==> config.mk <==
export PLATFORM = sky130hd
export DESIGN_NAME = rf_access_sequencer
export DESIGN_NICKNAME = d
export VERILOG_FILES = /design/src/rtl/rf_access_sequencer.sv
export SDC_FILE = /design/constraint.sdc
export NUM_CORES = 1
export LEC_CHECK = 0
export ABC_AREA = 0
export BUFFER_PORTS_ARGS = -buffer_cell sky130_fd_sc_hd__buf_2
export CAP_MARGIN = 10
export CORE_MARGIN = 2
export CORE_UTILIZATION = 47
export DETAILED_ROUTE_END_ITERATION = 10
export MAX_ROUTING_LAYER = met4
export PLACE_DENSITY = 0.7
export SKIP_LAST_GASP = 1
export SYNTH_ARGS = -nofsm -noshare
export SYNTH_HDL_FRONTEND = slang
export SYNTH_SLANG_ARGS = --single-unit
==> constraint.sdc <==
create_clock -name clk -period 2.37 [get_ports clk]
set_clock_uncertainty 0.15 [all_clocks]
set_input_delay 0.474 -clock clk [delete_from_list [all_inputs] [get_ports clk]]
set_output_delay 0.474 -clock clk [all_outputs]
set_load 0.01 [all_outputs]
==> src/rtl/rf_access_sequencer.sv <==
// Multicycle controller that serialises the 4x8 register file's single address port:
// it reads rs then rd, runs one ALU op, and writes the result back to rd with a strobe.
module rf_access_sequencer #(
    parameter int unsigned DATA_W      = 8,
    parameter int unsigned ADDR_W      = 2,
    parameter int unsigned WRITE_PULSE = 1
) (
    input  logic              clk,
    input  logic              rst,
    input  logic              start,
    input  logic [2:0]        op,
    input  logic [ADDR_W-1:0] rd,
    input  logic [ADDR_W-1:0] rs,
    input  logic [DATA_W-1:0] imm,
    input  logic [DATA_W-1:0] rf_out,
    output logic [ADDR_W-1:0] rf_address,
    output logic [DATA_W-1:0] rf_write_data,
    output logic              rf_reg_write,
    output logic              busy,
    output logic              done,
    output logic              zero,
    output logic              carry
);

    localparam int unsigned CNT_W = (WRITE_PULSE > 1) ? $clog2(WRITE_PULSE) : 1;
    localparam logic [CNT_W-1:0] CNT_LAST = CNT_W'(WRITE_PULSE - 1);

    localparam logic [2:0] OP_ADD  = 3'b000;
    localparam logic [2:0] OP_SUB  = 3'b001;
    localparam logic [2:0] OP_AND  = 3'b010;
    localparam logic [2:0] OP_OR   = 3'b011;
    localparam logic [2:0] OP_NOT  = 3'b100;
    localparam logic [2:0] OP_MOV  = 3'b101;
    localparam logic [2:0] OP_MOVI = 3'b110;
    localparam logic [2:0] OP_CMP  = 3'b111;

    typedef enum logic [2:0] {
        S_IDLE,
        S_READ_A,
        S_READ_B,
        S_EXEC,
        S_WRITE,
        S_DONE
    } state_t;

    state_t            state_q, state_d;
    logic [2:0]        op_q, op_d;
    logic [ADDR_W-1:0] rd_q, rd_d;
    logic [DATA_W-1:0] imm_q, imm_d;
    logic [DATA_W-1:0] opb_q, opb_d;
    logic [CNT_W-1:0]  cnt_q, cnt_d;

    logic [ADDR_W-1:0] addr_d;
    logic [DATA_W-1:0] wdata_d;
    logic              we_d, busy_d, done_d, zero_d, carry_d;

    logic [DATA_W:0]   sum_c, diff_c;
    logic [DATA_W-1:0] alu_res_c;
    logic              alu_carry_c;

    // ALU: operand A is the rd read data arriving on rf_out, operand B was captured from rs
    always_comb begin
        sum_c       = {1'b0, rf_out} + {1'b0, opb_q};
        diff_c      = {1'b0, rf_out} - {1'b0, opb_q};
        alu_res_c   = '0;
        alu_carry_c = 1'b0;
        case (op_q)
            OP_ADD: begin
                alu_res_c   = sum_c[DATA_W-1:0];
                alu_carry_c = sum_c[DATA_W];
            end
            OP_SUB, OP_CMP: begin
                alu_res_c   = diff_c[DATA_W-1:0];
                alu_carry_c = diff_c[DATA_W];
            end
            OP_AND:  alu_res_c = rf_out & opb_q;
            OP_OR:   alu_res_c = rf_out | opb_q;
            OP_NOT:  alu_res_c = ~opb_q;
            OP_MOV:  alu_res_c = opb_q;
            OP_MOVI: alu_res_c = imm_q;
            default: alu_res_c = '0;
        endcase
    end

    // Next state and next values of every registered output
    always_comb begin
        state_d = state_q;
        op_d    = op_q;
        rd_d    = rd_q;
        imm_d   = imm_q;
        opb_d   = opb_q;
        cnt_d   = cnt_q;
        addr_d  = rf_address;
        wdata_d = rf_write_data;
        we_d    = 1'b0;
        done_d  = 1'b0;
        zero_d  = zero;
        carry_d = carry;

        case (state_q)
            S_IDLE: begin
                if (start) begin
                    state_d = S_READ_A;
                    op_d    = op;
                    rd_d    = rd;
                    imm_d   = imm;
                    addr_d  = rs;
                end
            end
            S_READ_A: begin
                opb_d   = rf_out;
                addr_d  = rd_q;
                state_d = S_READ_B;
            end
            S_READ_B: begin
                wdata_d = alu_res_c;
                zero_d  = (alu_res_c == '0);
                carry_d = alu_carry_c;
                state_d = S_EXEC;
            end
            S_EXEC: begin
                if (op_q == OP_CMP) begin
                    done_d  = 1'b1;
                    state_d = S_DONE;
                end else begin
                    we_d    = 1'b1;
                    cnt_d   = '0;
                    state_d = S_WRITE;
                end
            end
            S_WRITE: begin
                if (cnt_q == CNT_LAST) begin
                    done_d  = 1'b1;
                    state_d = S_DONE;
                end else begin
                    we_d  = 1'b1;
                    cnt_d = cnt_q + CNT_W'(1);
                end
            end
            S_DONE:  state_d = S_IDLE;
            default: state_d = S_IDLE;
        endcase

        busy_d = (state_d != S_IDLE);
    end

    // State, latched request and output registers
    always_ff @(posedge clk or negedge rst) begin
        if (!rst) begin
            state_q       <= S_IDLE;
            op_q          <= '0;
            rd_q          <= '0;
            imm_q         <= '0;
            opb_q         <= '0;
            cnt_q         <= '0;
            rf_address    <= '0;
            rf_write_data <= '0;
            rf_reg_write  <= 1'b0;
            busy          <= 1'b0;
            done          <= 1'b0;
            zero          <= 1'b0;
            carry         <= 1'b0;
        end else begin
            state_q       <= state_d;
            op_q          <= op_d;
            rd_q          <= rd_d;
            imm_q         <= imm_d;
            opb_q         <= opb_d;
            cnt_q         <= cnt_d;
            rf_address    <= addr_d;
            rf_write_data <= wdata_d;
            rf_reg_write  <= we_d;
            busy          <= busy_d;
            done          <= done_d;
            zero          <= zero_d;
            carry         <= carry_d;
        end
    end

endmodule

==> results.tsv <==
metric	value	unit
initial antenna violation count	0	
Fin. Hold Viols	0	
num rows	28	
xor/xnor share of the synthesized area	1.26	%
pin count of the biggest net entering global routing	40	
synthesized flop and latch total	39	
Final Max Slew Viols	0	
Period Utilization, post-route	104	%
Peak VDD IR	796	µV
Finished Core Util	64.3	%
Hold Path Class	in -> async	
startpoint class of the critical path	register	
Total Power	5560	µW
n_diodes	0	
synthesis-to-layout area growth	34.4	%
count of different cell masters after synthesis	60	
syn nets	342	
FFs w/ async S/R, synth	100	%
Final Cell Area	3740	µm²
status	finished, violations left	
Final WS setup	-0.0832	ns
Routed Antenna Nets	0	
Post-synth EDFFs	0	
Pleak	0.00177	µW
placed inst area	3500	µm²
share of layout cells above drive strength 1	43.5	%
Layout fillers	490	
critical path required time	2.41	ns
CTS Buffer Depth	2	
Yosys warnings	0	
nets	433	
Most Used Layer, Global Route	met2	
post-synthesis simple-gate area fraction	14.1	%
Die Wd	80.9	µm
Primary FF master, synth	dfrtp_1	
Post-Route WL	7570	µm
chip height	80.9	µm
vias in the first global route	2535	
slew margin rel.	66.1	%
grt total ovfl	0	
root buf cell	clkbuf_8	
met2 Use GR	41.2	%
Die ar.	6550	µm²
H-tree depth	2	
initial core utilization	47.8	%
failing checks	setup timing	
CTS Sinks	39	
critical path type	reg -> reg	
drt first pass iters	4	
post-synthesis mux area share	9.76	%
first-pass GRT wire length	12300	µm
Total GRT Usage	25.3	%
Synth Area in Adders	12.2	%
Avg Cell Area, Syn	9.59	µm²
met1 Use GR	31.0	%
DR iter-0 viols	146	
vias	2524	
Compound-Gate Fraction of Synth Area	21.2	%
pre-CTS setup slack	-0.342	ns
power density of the placed cells	1490	nW/µm²
met3 Use GR	4.89	%
critical-path maximum fanout	5	
largest family of logic cells by synthesized area	compound AO/OA/AOI/OAI gates	
hold_buf cts	0	
vias per inst	5.52	
Inserted Clock Buffers	5	
RSZ-0062 raised after global routing	yes	
post-layout minimum cycle time	2.45	ns
Gate Count Post-Synth	290	
f_max	408	MHz
DR WL/cell	16.6	µm
Least-Margin Pin Slew	0.508	ns
maxcap violations	0	
core area	5820	µm²
port bufs	40	
Mapped Area	2780	µm²
GPL Wtd Cong	0.987	
Seq/Total Area, Yosys	35.1	%
Final setup viols	3	
DP HPWL	5610	µm
Crit path arrival time	2.49	ns
worst skew pair latency	0.30	ns
Setup crit end kind	register	
I/O pin total	41	
CTS tree	done	
clk slew on worst S/H paths	0.10	ns
DRC errors left	0	
## area by class of cell
type	instances	area [µm²]	area share, %
clock buffer	5	68.8	1.84
multi-input combinational	212	1790	48.0
sequential	39	976	26.1
inverter	23	86.3	2.31
clock inverter	3	43.8	1.17
timing repair buffer	100	676	18.1
tap	75	93.8	2.51
## layout by cell type, fill, tap and decap left out, drive strengths merged, types with 3 or more instances in the layout
cell type  netlist  layout
buf             10     100
o21a             3       3
nand2b           7       7
nand2           22      22
a21oi           15      15
o21ai           23      23
xnor2            3       3
inv             23      23
mux2            19      19
nor2b            3       3
nand3b           4       4
a221oi           5       5
mux2i            5       5
nor3             4       4
nor2            19      19
a211o            4       4
ha              24      24
a21o             3       3
o221ai           4       4
nand3            6       6
dfrtp           39      39
clkbuf           6       5
## worst paths after layout
| kind | from | end | slack, ns | cells past startpoint |
|---|---|---|---|---|
| min in group clk | imm[1] | imm_q[1]$_DFFE_PN0P_ | 0.25 | 2 |
| max | opb_q[4]$_DFFE_PN0P_ | zero$_DFFE_PN0P_ | -0.08 | 8 |
| min | rst | opb_q[5]$_DFFE_PN0P_ | 0.07 | 2 |
| max reg2reg | opb_q[4]$_DFFE_PN0P_ | zero$_DFFE_PN0P_ | -0.08 | 8 |
| min reg2reg | rf_write_data[3]$_DFFE_PN0P_ | rf_write_data[3]$_DFFE_PN0P_ | 0.33 | 2 |
| max in group asynchronous | rst | rf_write_data[0]$_DFFE_PN0P_ | 1.64 | 2 |
## metal layers
| metal | up-vias | share of wire, % |
|---|---|---|
| li1 | 1218 | - |
| met5 | - | 0 |
| met1 | 1219 | 42 |
| met3 | 26 | 4.6 |
| met4 | 0 | 3.3 |
| met2 | 61 | 50 |
## stage by stage
| stage | hold WS, ns | cells | setup TNS, ns |
|---|---|---|---|
| after global placement | 0.321 | 445 | -1.15 |
| after CTS | 0.0829 | 456 | -0.120 |
| after global routing | 0.116 | 457 | -0.546 |
| final | 0.0668 | 457 | -0.179 |
| after detailed placement | 0.320 | 445 | -1.57 |
| after floorplan | 0.0284 | 290 | -0.0663 |
## critical path, stage by stage (launching register included)
cell and delay (ns):
dfrtp_1 0.40, inv_2 0.10, ha_4 0.22, nor2_1 0.24, o311ai_4 0.16, a32oi_2 0.25, mux2i_1 0.10, a2111o_1 0.39
o41ai_2 0.33
## power by group
part / switching [µW] / internal [µW]
Combinational: 1840 / 1880
Sequential: 276 / 989
Clock: 267 / 314
## sequential cells by signal (all words and copies together) (netlist names)
register       cells
imm_q              8
carry              1
busy               1
state_q            3
rf_write_data      8
done               1
zero               1
rd_q               2
rf_address         2
rf_reg_write       1
op_q               3
opb_q              8
## logic make-up (layout without fill, tap and decap cells)
kind of cell / Yosys count / in the layout
flip-flops: 39 / 39
adder cells (fa/ha/maj): 26 / 26
XOR/XNOR: 4 / 4
AND/OR/NAND/NOR: 76 / 76
multiplexers: 24 / 24
buffers and inverters: 39 / 131
AO/OA/AOI/OAI: 82 / 82
## cell usage after synthesis, drive strengths merged (4+ instances only)
master,instances,share of area [%]
mux2,19,8.0
a221oi,5,1.8
nor3,4,0.72
clkbuf,6,0.81
o21ai,23,4.1
mux2i,5,1.8
nand2b,7,1.6
nand3b,4,1.1
inv,23,3.1
nor2,19,2.6
nand3,6,1.1
buf,10,2.4
nand2,22,3.0
o221ai,4,1.3
a211o,4,1.3
dfrtp,39,35
ha,24,11
a21oi,15,2.8
## timing repair
action                     in CTS  in global routing
buffers inserted                3                  1
gates resized for setup        12                 11
setup endpoints to repair       4                  4
hold endpoints to repair        0                  0
pin swaps                      12                  3
No activity file was read; power rests on OpenSTA's default activity.
